===== src/rtl/prog_clock_divider_if.sv =====
// Divisor write port for prog_clock_divider: valid/ready, one write per accepted cycle.
// cfg_ready is combinational from cfg_ch and the target channel's pending flag.
interface prog_clock_divider_if #(
  parameter int NUM_CH = 2,
  parameter int DIV_W  = 24
);
  localparam int CH_W = (NUM_CH > 1) ? $clog2(NUM_CH) : 1;

  logic            cfg_valid;
  logic            cfg_ready;
  logic [CH_W-1:0] cfg_ch;
  logic [DIV_W-1:0] cfg_div;

  modport master (output cfg_valid, output cfg_ch, output cfg_div, input cfg_ready);
  modport slave  (input cfg_valid, input cfg_ch, input cfg_div, output cfg_ready);
endinterface


===== src/rtl/prog_clock_divider.sv =====
// Multi-channel programmable clock divider: registered clk_out/tick per channel; PHASE_TICK_EN adds tick_mid.
// Outputs are flops aligned with cnt; a divisor write stalls only while that channel already has one pending.
module prog_clock_divider #(
  parameter int CLK_HZ      = 50_000_000,
  parameter int NUM_CH      = 2,
  parameter int DIV_W       = 24,
  parameter int DEFAULT_DIV = CLK_HZ / 100
) (
  input  logic                clk,
  input  logic                rst,
  input  logic [NUM_CH-1:0]   ch_en,
  prog_clock_divider_if.slave cfg,
  output logic [NUM_CH-1:0]   clk_out,
  output logic [NUM_CH-1:0]   tick
`ifdef PHASE_TICK_EN
  ,
  output logic [NUM_CH-1:0]   tick_mid
`endif
);
  typedef logic [DIV_W-1:0] div_t;

  localparam div_t DEF_DIV = div_t'(DEFAULT_DIV);
  localparam div_t MIN_DIV = div_t'(2);
  localparam div_t ONE     = div_t'(1);

  div_t [NUM_CH-1:0] cnt_q, cnt_d;
  div_t [NUM_CH-1:0] div_act_q, div_act_d;
  div_t [NUM_CH-1:0] shadow_q, shadow_d;
  logic [NUM_CH-1:0] pending_q, pending_d;
  logic [NUM_CH-1:0] clk_out_q, clk_out_d;
  logic [NUM_CH-1:0] tick_q, tick_d;

  logic [NUM_CH-1:0] cfg_hit;
  logic [NUM_CH-1:0] wr;
  logic [NUM_CH-1:0] wrap;
  logic [NUM_CH-1:0] load;
  div_t              div_in;

  // Out-of-range channel numbers hit nothing, so they see ready=1 and are dropped.
  always_comb begin
    cfg_hit = '0;
    for (int i = 0; i < NUM_CH; i++) begin
      cfg_hit[i] = (32'(cfg.cfg_ch) == i);
    end
  end

  assign cfg.cfg_ready = ~|(cfg_hit & pending_q);
  assign div_in        = (cfg.cfg_div < MIN_DIV) ? MIN_DIV : cfg.cfg_div;

  always_comb begin
    cnt_d     = cnt_q;
    div_act_d = div_act_q;
    shadow_d  = shadow_q;
    pending_d = pending_q;
    clk_out_d = '0;
    tick_d    = '0;
    wr        = '0;
    wrap      = '0;
    load      = '0;
    for (int i = 0; i < NUM_CH; i++) begin
      wr[i]   = cfg.cfg_valid & cfg.cfg_ready & cfg_hit[i];
      wrap[i] = (cnt_q[i] == div_act_q[i] - ONE);
      // Running channels swap divisors only at a wrap so the old period always completes.
      load[i] = pending_q[i] & (~ch_en[i] | wrap[i]);

      if (load[i]) begin
        div_act_d[i] = shadow_q[i];
      end
      // A write never coincides with a load on its own channel: ready is low while pending.
      pending_d[i] = (pending_q[i] & ~load[i]) | wr[i];
      if (wr[i]) begin
        shadow_d[i] = div_in;
      end

      if (!ch_en[i] || wrap[i]) begin
        cnt_d[i] = '0;
      end else begin
        cnt_d[i] = cnt_q[i] + ONE;
      end

      clk_out_d[i] = ch_en[i] & (cnt_d[i] >= (div_act_d[i] >> 1));
      tick_d[i]    = ch_en[i] & (cnt_d[i] == div_act_d[i] - ONE);
    end
  end

  always_ff @(posedge clk or posedge rst) begin
    if (rst) begin
      cnt_q     <= '0;
      div_act_q <= {NUM_CH{DEF_DIV}};
      shadow_q  <= {NUM_CH{DEF_DIV}};
      pending_q <= '0;
      clk_out_q <= '0;
      tick_q    <= '0;
    end else begin
      cnt_q     <= cnt_d;
      div_act_q <= div_act_d;
      shadow_q  <= shadow_d;
      pending_q <= pending_d;
      clk_out_q <= clk_out_d;
      tick_q    <= tick_d;
    end
  end

  assign clk_out = clk_out_q;
  assign tick    = tick_q;

`ifdef PHASE_TICK_EN
  logic [NUM_CH-1:0] tick_mid_q, tick_mid_d;

  // Mid-period strobe coincides with the clk_out rising edge.
  always_comb begin
    tick_mid_d = '0;
    for (int i = 0; i < NUM_CH; i++) begin
      tick_mid_d[i] = ch_en[i] & (cnt_d[i] == (div_act_d[i] >> 1));
    end
  end

  always_ff @(posedge clk or posedge rst) begin
    if (rst) begin
      tick_mid_q <= '0;
    end else begin
      tick_mid_q <= tick_mid_d;
    end
  end

  assign tick_mid = tick_mid_q;
`endif
endmodule


===== src/flat_wrapper.sv =====
// flat-port wrapper written by rule: the top's interface ports become plain ports
module prog_clock_divider_flat 
#(
  parameter int CLK_HZ      = 50_000_000,
  parameter int NUM_CH      = 2,
  parameter int DIV_W       = 24,
  parameter int DEFAULT_DIV = CLK_HZ / 100
)
  (clk, rst, ch_en, clk_out, tick, cfg_cfg_valid, cfg_cfg_ch, cfg_cfg_div, cfg_cfg_ready);
  prog_clock_divider_if #(.NUM_CH(NUM_CH), .DIV_W(DIV_W)) cfg_i ();
  input  logic clk;
  input  logic rst;
  input  logic [NUM_CH-1:0] ch_en;
  output logic [NUM_CH-1:0] clk_out;
  output logic [NUM_CH-1:0] tick;
  input wire logic [$bits(cfg_i.cfg_valid)-1:0] cfg_cfg_valid;
  input wire logic [$bits(cfg_i.cfg_ch)-1:0] cfg_cfg_ch;
  input wire logic [$bits(cfg_i.cfg_div)-1:0] cfg_cfg_div;
  output wire logic [$bits(cfg_i.cfg_ready)-1:0] cfg_cfg_ready;
  assign cfg_i.cfg_valid = cfg_cfg_valid;
  assign cfg_i.cfg_ch = cfg_cfg_ch;
  assign cfg_i.cfg_div = cfg_cfg_div;
  assign cfg_cfg_ready = cfg_i.cfg_ready;
  prog_clock_divider #(.CLK_HZ(CLK_HZ), .NUM_CH(NUM_CH), .DIV_W(DIV_W), .DEFAULT_DIV(DEFAULT_DIV)) u_core (.clk(clk), .rst(rst), .ch_en(ch_en), .cfg(cfg_i), .clk_out(clk_out), .tick(tick));
endmodule

===== config.mk =====
export PLATFORM = sky130hd
export DESIGN_NAME = prog_clock_divider_flat
export DESIGN_NICKNAME = d
export VERILOG_FILES = /design/src/rtl/prog_clock_divider_if.sv /design/src/rtl/prog_clock_divider.sv /design/src/flat_wrapper.sv
export SDC_FILE = /design/constraint.sdc
export NUM_CORES = 1
export LEC_CHECK = 0
export CAP_MARGIN = 10
export CORE_ASPECT_RATIO = 2
export CORE_MARGIN = 3
export CORE_UTILIZATION = 57
export CTS_CLUSTER_DIAMETER = 150
export DETAILED_ROUTE_END_ITERATION = 10
export PLACE_DENSITY = 0.78
export SLEW_MARGIN = 5
export SYNTH_ARGS = -nofsm -noshare
export SYNTH_HDL_FRONTEND = slang
export SYNTH_SLANG_ARGS = --single-unit

===== constraint.sdc =====
create_clock -name clk -period 6.02 [get_ports clk]
set_input_delay 0.602 -clock clk [delete_from_list [all_inputs] [get_ports clk]]
set_output_delay 0.602 -clock clk [all_outputs]
set_load 0.02 [all_outputs]

==> flow_summary.toml <==
[finish]
num-nets-final = 1493
finish.instance_area_um2 = 13600
drive_gt1_share_pct = 16.2
diodes = 0
stdcell_count = 1693
layout_common_cells = "dfrtp_1, nor2_1, nand2_1"
area_growth_pct = 11.8
layout_commonest_cell = "dfrtp_1"
fill_cells = 1851

[routing]
wire_per_inst_um = 24.1
routed_wl_mm = 40.8
ant_nets = 0
drtIter0Drc = 894
drcViolationCount = 0
vias = 11156
vias_per_cell = 6.59
drt_pass1_iterations = 5

[floorplanning]
die_area_um2 = 23300
core.rowCount = 75
initial_core_util_pct = 58.0
die_h_um = 213
die_w_um = 109
num_io_pins = 35
design.core.area_um2 = 21000

[global_routing]
grt_first_pass_wirelength_mm = 63.3
grt_max_degree = 100
antenna_found_initial = 0
track_usage_pct = 36.6
grt_pass1_vias = 11501
grt-ovfl-total = 0

[sta]
max_freq_mhz = 175
fin_hold_ws_ns = 0.565
finClkSkew_ns = 0.00887
layout_setup_ws_ns = 0.309
slew_viol_final = 0
timing.final.crit_share_pct = 94.9
hold_viol_final = 0
worst_pin_slew_ns = 0.915
period_minus_slack_ns = 5.71
finalSetupViolCount = 0
max_slew_margin_pct = 39.0

[power_and_ir_drop]
powerDensity_nw_per_um2 = 355
p_sw_share_pct = 43.4
internal-power_mw = 2.73
leakagePower_nw = 5.85
ir_drop_mv = 0.310
p_clk_share_pct = 23.9
switching_power_mw = 2.10
p_comb_share_pct = 41.1
seq_power_share_pct = 35.0

[synth]
synth_seq_cells = 150
ys_types = 98
synth_nets = 1462
synth_edf_count = 0
postSynthCellCount = 1380
ys_seq_area_share_pct = 31.1
syn_area_per_cell_um2 = 8.83
synth-warning-count = 0
postSynth.asyncResetShare_pct = 100
syn_area_um2 = 12200
ys.flop_type = "dfrtp_1"

[clock_tree]
cts_buffers = 17
ctsHoldBuffers = 0
cts_max_level = 4
clock-sinks = 150
tritoncts = "done"
insertion_delay_ns = 0.45
cts_buffer_depth = 2
root_buffer = "clkbuf_16"
clkTransAtPathRegs_ns = 0.07

[outcome]
outcome = "finished clean"

[place]
port_buffers = 34
place_area_um2 = 12900
hpwlAfterDp_mm = 31.7
placedCellCount = 1660
place_congestion = 1.04
place_ws_ns = 0.254

[run]
maxCapViolCount = 0

[worst_setup_path]
worstPathRequired_ns = 6.35
worstSetupPathType = "reg2reg"
r2r_cells = 24
arrival_ns = 6.04
cp_max_fo = 8
critPathLaunchType = "register"
cp-end-kind = "register"

[hold_path]
hp-class = "reg2reg"
worstHoldPathCells = 1
==> Yosys cell counts, types with 10 or more instances <==
cell type / n / area (um^2)
mux2_2: 53 / 597
buf_2: 25 / 125
and3_1: 18 / 113
dfrtp_1: 122 / 3050
nand2b_1: 13 / 81.3
a21o_1: 23 / 173
inv_1: 73 / 274
xor2_1: 69 / 604
nor4_1: 32 / 200
or3_1: 16 / 100
nor3_1: 56 / 280
clkbuf_1: 44 / 165
nand3_1: 35 / 175
nand2_1: 89 / 334
or2_2: 12 / 75.1
o211ai_1: 10 / 75.1
nor2_1: 119 / 447
nor3b_1: 13 / 97.6
ha_1: 52 / 651
and2_1: 17 / 106
a211oi_1: 11 / 82.6
a21oi_1: 59 / 295
xnor2_1: 60 / 526
or4_1: 13 / 97.6
nand4_1: 33 / 206
mux2i_1: 56 / 561
o21ai_0: 40 / 200
dfstp_2: 28 / 736
nor2b_1: 10 / 62.6
==> cell type report <==
class / instances / area [um^2] / area share [%]
multi-input combinational: 1072 / 7770 / 57.1
sequential: 150 / 3790 / 27.8
timing repair buffer: 94 / 807 / 5.93
clock buffer: 17 / 425 / 3.12
tap: 269 / 337 / 2.47
inverter: 76 / 290 / 2.13
clock inverter: 15 / 194 / 1.42
==> power by group through the flow <==
stage | clock network, mW | registers [mW] | logic (mW)
floorplan | 0 | 1.39 | 1.54
global placement | 0 | 1.67 | 1.91
detailed placement | 0 | 1.68 | 1.93
CTS | 1.17 | 1.66 | 1.95
global route | 1.21 | 1.71 | 2.16
finish | 1.15 | 1.69 | 1.99
==> worst max-delay path, stage by stage (launching register included) <==
cell,delay (ns)
dfrtp_1,0.47
or4_1,0.60
nor3_4,0.42
nand3_2,0.17
a2111oi_4,0.41
nand4_2,0.18
o41a_1,0.52
nor2_8,0.14
buf_4,0.18
a21oi_1,0.09
inv_1,0.09
ha_1,0.23
nand2b_1,0.14
a21o_1,0.21
a21o_1,0.18
a21o_1,0.17
a21o_1,0.17
a21o_1,0.17
a21o_1,0.18
a21oi_1,0.18
buf_4,0.16
o31ai_1,0.13
a21oi_1,0.20
o21a_1,0.12
o21ai_0,0.07
==> registers in the layout, summed over array words and instances (netlist names) <==
| signal | flops |
|---|---|
| u_core.shadow_q | 48 |
| u_core.tick | 2 |
| u_core.pending_q | 2 |
| u_core.clk_out | 2 |
| u_core.div_act_q | 48 |
| u_core.cnt_q | 48 |
==> routing by layer <==
layer	track usage (%)	wire length [um]	vias to the layer above
li1	-	-	5082
met1	34.9	13100	5404
met2	64.6	21200	461
met3	6.48	1860	209
met4	33.4	4610	0
met5	0	0	-
==> cells by family (layout without fill, tap and decap cells) <==
logic type	after synthesis	after routing	share of synthesized area, %
AND/OR/NAND/NOR	528	528	23.8
AO/OA/AOI/OAI	249	249	14.7
buffers and inverters	158	202	5.63
flip-flops	150	150	31.1
XOR/XNOR	131	131	9.65
multiplexers	111	111	9.75
adder cells (fa/ha/maj)	53	53	5.42
==> worst paths after layout <==
check,startpoint,end,slack [ns]
worst max-delay path,u_core.div_act_q[24]$_DFF_PP0_,u_core.clk_out[1]$_DFF_PP0_,0.31
worst min-delay path,u_core.shadow_q[43]$_DFFE_PP0P_,u_core.shadow_q[43]$_DFFE_PP0P_,0.56
worst max register to register,u_core.div_act_q[24]$_DFF_PP0_,u_core.clk_out[1]$_DFF_PP0_,0.31
worst min register to register,u_core.shadow_q[43]$_DFFE_PP0P_,u_core.shadow_q[43]$_DFFE_PP0P_,0.56
max in group asynchronous,rst,u_core.shadow_q[47]$_DFFE_PP0P_,4.05
min in group asynchronous,rst,u_core.cnt_q[29]$_DFF_PP0_,0.73
==> what timing repair did <==
action / 4_1_cts / 5_1_grt
setup endpoints to repair: 0 / 3
setup buffers: 0 / 1
resized for setup: 0 / 11
==> stage by stage <==
stage	utilization, %	total power, mW	setup TNS (ns)
global route	64.8	5.07	-0.0104
floorplan	-	2.92	0
CTS	64.5	4.78	0
global placement	61.6	3.59	0
finish	64.8	4.83	0
detailed placement	61.6	3.61	0
No activity file was read; power rests on OpenSTA's default activity.
